### src/rtl/noc_pkg.sv
// Shared flit layout, direction tags and occupancy encoding for the mesh router.
package noc_pkg;

  localparam int unsigned FLIT_W   = 33;
  localparam int unsigned TYPE_BIT = 32;
  localparam int unsigned DST_MSB  = 31;
  localparam int unsigned DST_LSB  = 28;
  localparam int unsigned SRC_MSB  = 27;
  localparam int unsigned SRC_LSB  = 24;
  localparam int unsigned DATA_W   = 24;

  typedef enum logic [2:0] {
    DIR_N,
    DIR_E,
    DIR_S,
    DIR_W,
    DIR_PE
  } dir_e;

  typedef struct packed {
    logic              ifm;
    logic [3:0]        dst;
    logic [3:0]        src;
    logic [DATA_W-1:0] data;
  } flit_t;

  typedef enum logic [1:0] {
    OCC_EMPTY,
    OCC_PARTIAL,
    OCC_FULL
  } occ_e;

endpackage

### src/rtl/rr_arbiter.sv
// Round-robin arbiter: one-hot grant scanning from rr_ptr; pointer moves past the winner.
module rr_arbiter #(
  parameter int unsigned N = 4
) (
  input  logic         clk,
  input  logic         rst_n,
  input  logic [N-1:0] req,
  input  logic         en,
  output logic [N-1:0] gnt
);

  localparam int unsigned PTR_W = (N > 1) ? $clog2(N) : 1;

  logic [PTR_W-1:0] rr_ptr_q;
  logic [PTR_W-1:0] rr_ptr_d;
  logic [PTR_W-1:0] gnt_idx;
  logic [PTR_W-1:0] idx;
  logic             found;

  always_comb begin
    gnt     = '0;
    gnt_idx = '0;
    idx     = '0;
    found   = 1'b0;
    for (int unsigned k = 0; k < N; k++) begin
      idx = PTR_W'((32'(rr_ptr_q) + k) % N);
      if (en && !found && req[idx]) begin
        found    = 1'b1;
        gnt[idx] = 1'b1;
        gnt_idx  = idx;
      end
    end
  end

  always_comb begin
    rr_ptr_d = rr_ptr_q;
    if (found) begin
      rr_ptr_d = PTR_W'((32'(gnt_idx) + 32'd1) % N);
    end
  end

  always_ff @(posedge clk) begin
    if (!rst_n) begin
      rr_ptr_q <= '0;
    end else begin
      rr_ptr_q <= rr_ptr_d;
    end
  end

endmodule

### src/rtl/noc_output_arbiter.sv
// Router output merge: round-robin across switch outputs into a small FIFO driving one link.
module noc_output_arbiter
  import noc_pkg::*;
#(
  parameter int unsigned WIDTH   = FLIT_W,
  parameter int unsigned NUM_IN  = 4,
  parameter int unsigned DEPTH   = 2,
  parameter logic [2:0]  PORT_ID = 3'd0
) (
  input  logic                    clk,
  input  logic                    rst_n,
  input  logic [NUM_IN-1:0]       in_valid,
  input  logic [NUM_IN*WIDTH-1:0] in_data,
  output logic [NUM_IN-1:0]       in_ready,
  output logic                    out_valid,
  output logic [WIDTH-1:0]        out_data,
  input  logic                    out_ready,
  output logic [15:0]             pkt_count
);

  localparam int unsigned PTR_W = $clog2(DEPTH);
  localparam int unsigned CNT_W = $clog2(DEPTH + 1);

  // PORT_ID only tags the instance for debug; this block has no hardware.
  if (PORT_ID > 3'(DIR_PE)) begin : g_port_id_out_of_range
  end

  logic [WIDTH-1:0]  mem_q [DEPTH];
  logic [PTR_W-1:0]  wr_ptr_q, wr_ptr_d;
  logic [PTR_W-1:0]  rd_ptr_q, rd_ptr_d;
  logic [CNT_W-1:0]  count_q, count_d;
  logic [15:0]       pkt_count_q, pkt_count_d;
  occ_e              occ;
  logic              pop;
  logic              push;
  logic              can_push;
  logic [NUM_IN-1:0] gnt;
  logic [WIDTH-1:0]  push_data;

  always_comb begin
    occ = OCC_PARTIAL;
    if (count_q == '0) begin
      occ = OCC_EMPTY;
    end else if (count_q == CNT_W'(DEPTH)) begin
      occ = OCC_FULL;
    end
  end

  // Outputs are forced quiet while reset is asserted, independent of stale storage.
  assign out_valid = rst_n && (occ != OCC_EMPTY);
  assign out_data  = rst_n ? mem_q[rd_ptr_q] : '0;
  assign pop       = out_valid && out_ready;
  assign can_push  = rst_n && ((occ != OCC_FULL) || pop);

  rr_arbiter #(
    .N(NUM_IN)
  ) u_rr_arbiter (
    .clk  (clk),
    .rst_n(rst_n),
    .req  (in_valid),
    .en   (can_push),
    .gnt  (gnt)
  );

  assign in_ready = gnt;
  assign push     = |gnt;

  always_comb begin
    push_data = '0;
    for (int unsigned i = 0; i < NUM_IN; i++) begin
      if (gnt[i]) begin
        push_data = in_data[i*WIDTH +: WIDTH];
      end
    end
  end

  always_comb begin
    wr_ptr_d    = wr_ptr_q;
    rd_ptr_d    = rd_ptr_q;
    count_d     = count_q;
    pkt_count_d = pkt_count_q;
    if (push) begin
      wr_ptr_d = wr_ptr_q + PTR_W'(1);
    end
    if (pop) begin
      rd_ptr_d = rd_ptr_q + PTR_W'(1);
      if (pkt_count_q != 16'hFFFF) begin
        pkt_count_d = pkt_count_q + 16'd1;
      end
    end
    if (push && !pop) begin
      count_d = count_q + CNT_W'(1);
    end else if (pop && !push) begin
      count_d = count_q - CNT_W'(1);
    end
  end

  always_ff @(posedge clk) begin
    if (!rst_n) begin
      wr_ptr_q    <= '0;
      rd_ptr_q    <= '0;
      count_q     <= '0;
      pkt_count_q <= '0;
      for (int unsigned i = 0; i < DEPTH; i++) begin
        mem_q[i] <= '0;
      end
    end else begin
      wr_ptr_q    <= wr_ptr_d;
      rd_ptr_q    <= rd_ptr_d;
      count_q     <= count_d;
      pkt_count_q <= pkt_count_d;
      if (push) begin
        mem_q[wr_ptr_q] <= push_data;
      end
    end
  end

  assign pkt_count = pkt_count_q;

endmodule

### config.mk
export PLATFORM = sky130hd
export DESIGN_NAME = noc_output_arbiter
export DESIGN_NICKNAME = d
export VERILOG_FILES = /design/src/rtl/noc_pkg.sv /design/src/rtl/rr_arbiter.sv /design/src/rtl/noc_output_arbiter.sv
export SDC_FILE = /design/constraint.sdc
export NUM_CORES = 1
export LEC_CHECK = 0
export BUFFER_PORTS_ARGS = -buffer_cell sky130_fd_sc_hd__buf_2
export CORE_UTILIZATION = 51
export DETAILED_ROUTE_END_ITERATION = 8
export GPL_ROUTABILITY_DRIVEN = 0
export PLACE_DENSITY = 0.8
export SLEW_MARGIN = 30
export SYNTH_ARGS = -nofsm -noshare
export SYNTH_HDL_FRONTEND = slang
export SYNTH_SLANG_ARGS = --single-unit
### constraint.sdc
create_clock -name clk -period 5.4 [get_ports clk]
set_input_delay 1.35 -clock clk [delete_from_list [all_inputs] [get_ports clk]]
set_output_delay 1.35 -clock clk [all_outputs]
set_load 0.005 [all_outputs]
==> flow_summary_export.csv <==
group,metric,value,unit
synth,ys_ff_latch,89,
critical_path,endpoint_kind,"primary output",
synth,avgSynthCellArea,9.900,um2
critical_path,cp.required,4.05,ns
critical_path,rrSetupSlack,0.84,ns
sta,skew,0.01247,ns
sta,hold_ws,0.5135,ns
global_route,gr-total-overflow,0,
critical_path,r2r-start,"u_rr_arbiter.rr_ptr_q[0]",
global_route,grt_pass1_wl,25210,um
sta,clock.fmax,200.5,MHz
outcome,status,"finished, final reports clean",
drt,top_layer,"met4",
cts,post-cts-setup-buffers,0,
power_and_ir_drop,p_leak,3.080,nW
power_and_ir_drop,power_density,359.3,nW/um2
place,dp_hpwl,11510,um
drt,avgViaCountPerCell,6.296,
sta,timing_hold_violations_final,0,
sta,fin_crit_sh,0.9234,
floorplan,coreArea,11030,um2
power_and_ir_drop,p_int,1.647,mW
cells_and_area,area.growth.synth_to_final,22.96,%
min_path,min_path_type,"reg2reg",
drt,wl_met1,6405,um
critical_path,crit_type,"reg2out",
synth,ys.flop_type,"edfxtp_1",
cts,clock-root-buffer,"clkbuf_16",
cts,hold_buffers,0,
drt,wirelength,16580,um
power_and_ir_drop,seq_power_share,0.388,
cts,ctsResizeCount,0,
synth,yosys_warnings,0,
floorplan,die_h,109.5,um
global_route,grt_max_degree,38,
drt,wl_per_cell,18.41,um
cts,cts_tree,"built",
synth,yosys.cell_types.count,50,
flow_run,maxCapViolations,0,
floorplan,die_area,11980,um2
floorplan,start_util,0.5340,
cells_and_area,nNetsFinal,904,
critical_path,crit_arrival,3.64,ns
synth,async_reset_ff_frac,0,
critical_path,critPathLaunchType,"register",
synth,synth_edf_count,66,
sta,finalMaxSlewViolations,0,
global_route,grt_pass1_vias,5345,
critical_path,r2r_cells,10,
synth,synth_fp_nets,743,
sta,period_minus_slack,4.987,ns
synth,seq_area_frac_synth,0.4146,
power_and_ir_drop,irDropWorstVdd,0.0002224,V
global_route,gr-usage-all-layers,0.2749,
power_and_ir_drop,p_comb_frac,0.373,
floorplan,die_w,109.5,um
critical_path,r2r_end,"mem_q[1][3]",
critical_path,endpoint,"in_ready[1]",
sta,rsz0062_at_grt,"false",
cells_and_area,layout_common_cells,"192 x buf_2, 76 x inv_1, 67 x o32ai_1, 66 x edfxtp_1, 43 x nor2_1",
cts,htreeDepth,3,
cells_and_area,n_antenna_cell,0,
cells_and_area,drive_gt1_frac,0.3114,
floorplan,rows,38,
min_path,hold_depth,2,
cts,cts_made_buffers,9,
sta,tns,0,ns
power_and_ir_drop,p_sw_frac,0.3674,
drt,drtIter0Drc,551,
synth,synth_top_area_frac,0.3364,
drt,wl_met3,1611,um
sta,setup_viol_count_final,0,
drt,antenna_left,0,
critical_path,worstPathMaxFanout,37,
drt,remaining_drc_errors,0,
global_route,antenna_found_initial,0,
sta,max_slew_margin,0.4549,
cts,clkLatencyLatePin,0.35,ns
synth,yosys-top-cells-area,"edfxtp_1 34%, o32ai_1 10%, dfxtp_1 7.8%, mux2i_1 6.6%, a221oi_1 4.9%",
drt,routed-wl-met2,8022,um
critical_path,crit_start,"u_rr_arbiter.rr_ptr_q[0]",
synth,synthCells,595,
cts,clkSlewWorstSetupHoldPaths,0.07,ns
synth,synth_area,5891,um2
cells_and_area,final_common_cell,"buf_2",
place,portBuffers,192,
power_and_ir_drop,pwr-share-clk,0.239,
floorplan,io_pins,193,
synth,synth_top_area_cell,"edfxtp_1",
cts,cts_buffer_depth,2,
sta,tightest_slew,0.8177,ns
power_and_ir_drop,switchingPower,956.2,uW
cts,clkSinkCount,89,
drt,drt-pass1-iter-count,6,
drt,via_count,5673,
power by group through the flow:
stage	Combinational, mW	Clock, mW	Sequential (mW)
final	0.971	0.622	1.01
after global routing	1.05	0.653	1.02
after CTS	0.956	0.625	1.01
after detailed placement	0.951	0	1.02
after global placement	0.907	0	1.01
after floorplan	0.690	0	0.977
worst max-delay path, stage by stage, from the launching register on:
cell,delay [ns]
dfxtp_1,0.68
inv_1,0.24
ha_1,0.56
mux4_2,0.61
nor2_1,0.22
a22o_2,0.73
buf_2,0.25
kinds of logic (layout without fill, tap and decap cells):
| group | after synthesis | in the layout | synth area share |
|---|---|---|---|
| xor gates and xnor gates | 14 | 14 | 0.02082 |
| DFF | 89 | 89 | 0.4146 |
| AOI/OAI and AO/OA | 176 | 176 | 0.2521 |
| muxes | 45 | 45 | 0.08539 |
| adders and majority gates | 9 | 9 | 0.01912 |
| buffers and inverters | 131 | 297 | 0.08963 |
| and+or+nand+nor | 131 | 131 | 0.1183 |
final cells by class:
cell class                      instances  area [um2]
Clock inverter                          7       81.33
Fill cell                             890        3787
Timing Repair Buffer                  204        1084
Tap cell                              140       175.2
Clock buffer                            9       225.2
Multi-Input combinational cell        375        2943
Inverter                               77       289.0
Sequential cell                        89        2446
routing by layer:
metal,vias to the layer above,GRT usage
met1,2627,0.3444
met5,-,0
met2,395,0.4618
li1,2591,-
met3,60,0.04683
met4,0,0.1305
sequential cells by signal (all words and copies together) (netlist names), named ones only:
register               cells
count_q                    2
mem_q                     66
pkt_count                 16
rd_ptr_q                   1
u_rr_arbiter.rr_ptr_q      2
wr_ptr_q                   1
how the worst min path moves through the flow:
stage	from	endpoint
6_report	pkt_count[12]	pkt_count[12]
5_1_grt	pkt_count[12]	pkt_count[12]
4_1_cts	pkt_count[12]	pkt_count[12]
3_5_place_dp	pkt_count[12]	pkt_count[12]
3_3_place_gp	wr_ptr_q	wr_ptr_q
2_1_floorplan	wr_ptr_q	wr_ptr_q
per-stage QoR:
step                total power, mW  utilization  setup slack (ns)  std cells  area [um2]
global route                  2.726       0.6566            0.2205        901        7243
finish                        2.603       0.6566            0.4135        901        7243
global placement              1.919       0.6257            0.6222        884        6902
floorplan                     1.667            -             1.018        595        5891
CTS                           2.591       0.6562            0.4700        901        7238
detailed placement            1.975       0.6284            0.6266        885        6932
synthesized netlist by cell type (all sizes together), types with 3 or more instances:
cell,instances
a211oi,34
a21boi,5
a221oi,33
a22o,5
a22oi,4
and2,15
buf,18
clkbuf,36
dfxtp,23
edfxtp,66
ha,9
inv,77
mux2i,39
mux4,4
nand2,9
nand3,8
nor2,43
nor2b,40
o21ai,8
o31ai,3
o32ai,67
or3,8
xnor2,11
xor2,3
Power figures use the tool's default switching activity.
